## src/rtl/rambus_wb_master.sv

```systemverilog
// Wishbone initiator for the OpenRAM rambus port B: valid/ready burst commands become single-beat classic cycles.
// Optional ack timeout is built only when RAMBUS_TIMEOUT_EN is defined.
module rambus_wb_master #(
    parameter int unsigned TIMEOUT_CYCLES = 255
) (
    input  logic        wb_clk_i,
    input  logic        wb_rst_ni,
    input  logic        cmd_valid,
    output logic        cmd_ready,
    input  logic        cmd_we,
    input  logic [7:0]  cmd_addr,
    input  logic [7:0]  cmd_len,
    input  logic        wdata_valid,
    output logic        wdata_ready,
    input  logic [31:0] wdata,
    output logic        rdata_valid,
    input  logic        rdata_ready,
    output logic [31:0] rdata,
    output logic        done,
    output logic        err,
    output logic        busy,
    output logic        rambus_wb_clk_o,
    output logic        rambus_wb_rst_o,
    output logic        rambus_wb_stb_o,
    output logic        rambus_wb_cyc_o,
    output logic        rambus_wb_we_o,
    output logic [3:0]  rambus_wb_sel_o,
    output logic [31:0] rambus_wb_dat_o,
    output logic [9:0]  rambus_wb_adr_o,
    input  logic        rambus_wb_ack_i,
    input  logic [31:0] rambus_wb_dat_i
);

    typedef enum logic [1:0] {
        IDLE  = 2'd0,
        WDATA = 2'd1,
        BUS   = 2'd2,
        RDATA = 2'd3
    } state_t;

    state_t      r_state;
    logic        r_cmd_ready;
    logic        r_we;
    logic        r_stb;
    logic        r_done;
    logic [7:0]  r_addr;
    logic [7:0]  r_rem;
    logic [31:0] r_dat_o;
    logic [31:0] r_rdata;

`ifdef RAMBUS_TIMEOUT_EN
    localparam logic [7:0] TMO_LAST = 8'(TIMEOUT_CYCLES - 1);
    logic [7:0] r_tcnt;
    logic       r_err;
`endif

    // cmd_ready is a flop rather than a state decode so that it reads 0 while reset is held
    always_ff @(posedge wb_clk_i or negedge wb_rst_ni) begin
        if (!wb_rst_ni) begin
            r_state     <= IDLE;
            r_cmd_ready <= 1'b0;
            r_we        <= 1'b0;
            r_stb       <= 1'b0;
            r_done      <= 1'b0;
            r_addr      <= '0;
            r_rem       <= '0;
            r_dat_o     <= '0;
            r_rdata     <= '0;
`ifdef RAMBUS_TIMEOUT_EN
            r_tcnt      <= '0;
            r_err       <= 1'b0;
`endif
        end else begin
            r_done <= 1'b0;
`ifdef RAMBUS_TIMEOUT_EN
            r_err  <= 1'b0;
`endif
            case (r_state)
                IDLE: begin
                    if (cmd_valid && r_cmd_ready) begin
                        r_we        <= cmd_we;
                        r_addr      <= cmd_addr;
                        r_rem       <= cmd_len;
                        r_cmd_ready <= 1'b0;
`ifdef RAMBUS_TIMEOUT_EN
                        r_tcnt      <= '0;
`endif
                        if (cmd_we) begin
                            r_state <= WDATA;
                        end else begin
                            r_state <= BUS;
                            r_stb   <= 1'b1;
                        end
                    end else begin
                        r_cmd_ready <= 1'b1;
                    end
                end
                WDATA: begin
                    if (wdata_valid) begin
                        r_dat_o <= wdata;
                        r_state <= BUS;
                        r_stb   <= 1'b1;
`ifdef RAMBUS_TIMEOUT_EN
                        r_tcnt  <= '0;
`endif
                    end
                end
                BUS: begin
                    if (rambus_wb_ack_i) begin
                        r_stb <= 1'b0;
                        if (!r_we) begin
                            r_rdata <= rambus_wb_dat_i;
                            r_state <= RDATA;
                        end else if (r_rem == 8'd0) begin
                            r_state     <= IDLE;
                            r_done      <= 1'b1;
                            r_cmd_ready <= 1'b1;
                        end else begin
                            r_addr  <= r_addr + 8'd1;
                            r_rem   <= r_rem - 8'd1;
                            r_state <= WDATA;
                        end
                    end
`ifdef RAMBUS_TIMEOUT_EN
                    else if (r_tcnt == TMO_LAST) begin
                        r_stb       <= 1'b0;
                        r_state     <= IDLE;
                        r_done      <= 1'b1;
                        r_err       <= 1'b1;
                        r_cmd_ready <= 1'b1;
                    end else begin
                        r_tcnt <= r_tcnt + 8'd1;
                    end
`endif
                end
                RDATA: begin
                    if (rdata_ready) begin
                        if (r_rem == 8'd0) begin
                            r_state     <= IDLE;
                            r_done      <= 1'b1;
                            r_cmd_ready <= 1'b1;
                        end else begin
                            r_addr  <= r_addr + 8'd1;
                            r_rem   <= r_rem - 8'd1;
                            r_state <= BUS;
                            r_stb   <= 1'b1;
`ifdef RAMBUS_TIMEOUT_EN
                            r_tcnt  <= '0;
`endif
                        end
                    end
                end
                default: r_state <= IDLE;
            endcase
        end
    end

    assign cmd_ready       = r_cmd_ready;
    assign wdata_ready     = (r_state == WDATA);
    assign rdata_valid     = (r_state == RDATA);
    assign busy            = (r_state != IDLE);
    assign rdata           = r_rdata;
    assign done            = r_done;
`ifdef RAMBUS_TIMEOUT_EN
    assign err             = r_err;
`else
    assign err             = 1'b0;
`endif
    assign rambus_wb_clk_o = wb_clk_i;
    assign rambus_wb_rst_o = ~wb_rst_ni;
    assign rambus_wb_stb_o = r_stb;
    assign rambus_wb_cyc_o = r_stb;
    assign rambus_wb_we_o  = r_we;
    assign rambus_wb_sel_o = 4'hF;
    assign rambus_wb_dat_o = r_dat_o;
    assign rambus_wb_adr_o = {r_addr, 2'b00};

endmodule
```

## config.mk

```make
export PLATFORM = sky130hd
export DESIGN_NAME = rambus_wb_master
export DESIGN_NICKNAME = d
export VERILOG_FILES = /design/src/rtl/rambus_wb_master.sv
export SDC_FILE = /design/constraint.sdc
export NUM_CORES = 1
export LEC_CHECK = 0
export CELL_PAD_IN_SITES_DETAIL_PLACEMENT = 1
export CELL_PAD_IN_SITES_GLOBAL_PLACEMENT = 2
export CORE_AREA = 2 2 135 137
export DETAILED_ROUTE_END_ITERATION = 12
export DIE_AREA = 0 0 137 139
export HOLD_SLACK_MARGIN = 0.05
export PLACE_DENSITY_LB_ADDON = 0.08
export SLEW_MARGIN = 20
export SYNTH_ARGS = -nofsm -noshare
export SYNTH_HDL_FRONTEND = slang
export SYNTH_SLANG_ARGS = --single-unit
export TNS_END_PERCENT = 1
```

## constraint.sdc

```tcl
create_clock -name wb_clk_i -period 1.82 [get_ports wb_clk_i]
set_input_delay 0.364 -clock wb_clk_i [delete_from_list [all_inputs] [get_ports wb_clk_i]]
set_output_delay 0.364 -clock wb_clk_i [all_outputs]
set_load 0.02 [all_outputs]
```

* Word-level counts from Yosys, hierarchy flattened *
Cells that the tools add are included.

word-level totals
  bits in latches = 0
  memory bits (writable) = 0
  register bits = 86
  input bits = 87
  output and inout bits = 89
  memories = 0
  bits in read-only memories = 0
  logic and storage cells = 74

cells by class
  equal/unequal tests = 10
  div/mod/pow operators = 0
  shift-type cells = 0
  add/sub/neg operators = 2
  muxes and demuxes = 39
  reduce and logical (&&, ||, !) cells = 12
  multipliers = 0
  bitwise gates (word level) = 2
  $lt $le $gt $ge = 0

operators with widths
  kind                                                 count
  2-to-1 mux 8 bit                                     10
  one-hot mux 8 bit (3 select lines)                   2
  2-to-1 mux 1 bit                                     16
  2-to-1 mux 2 bit                                     7
  != test 2 bit, second input constant                 6
  adder 8 x 1 -> 8 bit, second input constant          1
  zero test 8 bit                                      1
  one-hot mux 2 bit (4 select lines)                   1
  AND reduction 4 bit                                  2
  subtractor 8 x 1 -> 8 bit, second input constant     1
  AND reduction 6 bit                                  1
  AND reduction 5 bit                                  1
  equality test 2 bit, second input constant           2
  one-hot mux 1 bit (4 select lines)                   1
  AND reduction 2 bit                                  2
  one-hot mux 1 bit (3 select lines)                   1
  AND reduction 3 bit                                  1
  nonzero test 3 bit                                   1
  equality test 2 x 1 -> 1 bit, second input constant  1
  zero test 2 bit                                      1
  != test 2 x 1 -> 1 bit, second input constant        1
  NOT 1 bit                                            2
  one-hot mux 1 bit (2 select lines)                   1
  nonzero test 2 bit                                   1
  logical AND 1 bit                                    1

* Longest topological paths before layout *
  word-level depth = 5
  depth in mapped cells = 8
  depth with buffers taken out = 6

==> results.md <==
- Crit path max-delay family: buffers and inverters
- Simple-gate portion of the synthesized area: 0.0895
- Port Buf Inserts: 168
- Clk_skew: 0.00442 ns
- Adder-cell share of the synthesized area: 0.00630
- Slowest stage delay, CP: 0.61 ns
- Layout cells sized above 1: 0.277
- Synth cell types: 53
- Hold Path Class: reg -> reg
- Main combinational cell family by area after synthesis: multiplexers
- Vias per inst: 4.36
- DR pass1 iterations: 4
- GP Congestion: 0.710
- Post-synth ARST share: 1.00
- Critical path buffers and inverters: 1
- Crit end category: primary output
- Final setup margin: 0.0419 ns
- Final period utilization: 0.977
- Commonest cells after routing, fill and taps aside: clkdlybuf4s50_1 (104), dfrtp_1 (86), mux2_2 (68)
- Clock share of power: 0.200
- Syn avg cell area: 12.7 sq um
- Post-synthesis mux area share: 0.212
- Total number of vias: 3,232
- Synth Flop Type: dfrtp_1
- Pint: 7430 uW
- R2r startpoint: r_rem[0]$_DFFE_PN0P_
- Required @ worst endpoint: 1.46 ns
- CTS tree: yes
- Post-CTS Setup Bufs: 0
- RSZ-0062 raised after global routing: true
- CP Launch Point: rambus_wb_dat_o[18]$_DFFE_PN0P_
- Crit-path cells: clkdlybuf4s50_1
- Largest net degree at the start of global routing: 87
- Lkg Pwr: 0.00310 uW
- Fmax: 562 MHz
- Logic pwr share: 0.506
- Nets@finish: 596
- Ant diodes: 0
- Syn-to-layout area delta: 66.1%
- Arr. time, crit path: 1.41 ns
- Core region area: 0.0177 sq mm
- EDFF count, synth: 0
- Flops & latches, synth: 86
- DIE HEIGHT: 139 um
- Chip Width: 137 um
- Final Max Slew Viols: 0
- Total gr overflow: 0
- Max cap viols: 0
- Worst vdd ir: 0.570 mV
- Mapped Area: 0.00397 sq mm
- Final HPWL DP: 9.20 mm
- # setup viols final: 0
- Post-synthesis compound-gate area fraction: 0.0977
- Placement Rows: 49
- Ports: 176
- DP Worst Slack: -0.213 ns
- Clk slew on worst S/H paths: 0.07 ns
- GRT Util Overall: 0.132
- Post-route ant nets: 0
- Switching power: 4550 uW
- Vias in the first global route: 3,337
- Sequential share of power: 0.294
- Yosys Warn Count: 0
- Post-Syn Instances: 312
- First-pass GRT wire length: 19.1 mm
- Initial Util: 0.225
- Hold Vio Cnt, Final: 0
- Critical path class: reg -> out
- Pwr/cell area: 1820 mW/mm^2
- Initial DRC count: 75
- Clk Latency, worst-skew pair: 0.46 ns
- Status: completed
- Die area: 0.0190 sq mm
- DR WL/cell: 17.0 um
- Seq/Total Area, Yosys: 0.542
- Final min period: 1.78 ns
- Filler cell count: 1,918
- Initial antenna violation count: 0
- Hold Path Origin: rambus_wb_dat_o[17]$_DFFE_PN0P_
- Top cells by area, synth: dfrtp_1 (54%), mux2_2 (19%), buf_4 (2.3%), mux2i_1 (1.5%), o21ai_0 (1.3%)
- Most common cell after layout, fill and taps aside: clkdlybuf4s50_1
- Share of the synthesized area in the top cell type: 0.542
- Yosys top cell by area: dfrtp_1
- Slowest CP cell: clkdlybuf4s50_1
- Crit Path Max Fanout: 2
- Xor/xnor share of the synthesized area: 0
- Post-route DRC violation count: 0
- Routed WL: 12.6 mm
- Worst Setup Start Kind: flop
- Fin Hold WS: 0.498 ns
- Sw frac: 0.380
## synth_stat cells, types with 2 or more instances
cell type	instances
o221a_1	2
o21ai_0	10
a21oi_1	7
mux2i_1	6
dfrtp_1	86
buf_2	7
buf_6	2
and3_1	4
a21o_1	2
a31oi_1	3
buf_1	2
a2bb2oi_1	3
a211oi_1	4
o32a_1	2
nor3_1	6
conb_1	2
nor2_1	13
mux2_2	68
and2_1	2
a41oi_1	3
buf_4	12
inv_1	9
a311oi_1	2
clkbuf_2	2
ha_1	2
nand2_1	12
or3_1	3
nor3_2	2
a311o_1	2
nand3_1	8
or4_1	2
## timing repair
item                                    CTS  global route
pin swaps                                 0             0
hold endpoints to repair                 86             0
hold buffers                              1             0
gates resized for setup                  28            44
endpoints found under the setup margin   24            53
## state kept, by name (all words and copies together) (netlist names)
signal           cells
r_addr               8
cmd_ready            1
rdata               32
r_state              2
done                 1
rambus_wb_dat_o     32
rambus_wb_we_o       1
r_rem                8
rambus_wb_cyc_o      1
## power groups by stage
stage	registers, uW	logic [uW]	clock network [uW]
after CTS	3550	6220	2490
after detailed placement	3590	6380	73.8
final	3520	6060	2400
after global routing	3670	6460	2590
after floorplan	4540	2300	64.2
after global placement	3530	6320	73.8
## metal layers
| metal | GRT usage | vias up | wire length (um) |
|---|---|---|---|
| li1 | - | 1515 | - |
| met1 | 0.172 | 1596 | 5870 |
| met2 | 0.203 | 104 | 5800 |
| met3 | 0.0329 | 17 | 724 |
| met4 | 0.0657 | 0 | 246 |
| met5 | 0 | - | 0 |
## worst paths after layout
check	endpoint	slack (ns)	cells past startpoint
worst max register to register	r_addr[2]$_DFFE_PN0P_	0.07	7
worst max-delay path	rambus_wb_dat_o[18]	0.04	1
worst min register to register	rambus_wb_dat_o[17]$_DFFE_PN0P_	0.50	1
worst min-delay path	rambus_wb_dat_o[17]$_DFFE_PN0P_	0.50	1
max in group asynchronous	r_addr[3]$_DFFE_PN0P_	0.89	3
min in group asynchronous	rdata[12]$_DFFE_PN0P_	0.55	3
## stage by stage
stage | util | std cells | total power, uW | area, sq um | TNS (ns)
floorplan | - | 317 | 6900 | 4020 | -0.00855
global placement | 0.346 | 721 | 9920 | 6120 | -5.51
detailed placement | 0.346 | 721 | 10000 | 6120 | -6.16
CTS | 0.368 | 741 | 12300 | 6490 | 0
global route | 0.374 | 741 | 12700 | 6600 | -0.0128
finish | 0.374 | 741 | 12000 | 6600 | 0
## cell type report
class	count	area, sq um	share of cell area
flip-flops and latches	86	2150	0.326
repair buffers	201	2040	0.309
multi-input cells	196	1680	0.254
clock buffers	14	339	0.0514
well taps	229	287	0.0434
clock inverters	6	68.8	0.0104
inverters	9	33.8	0.00512
## cells by family after synthesis
kind of cell    count (synthesis)
fa+ha+maj                       2
flops                          86
other cells                     2
mux                            75
compound gates                 51
buf+inv                        35
simple gates                   61
(Power assumes the default switching activity.)
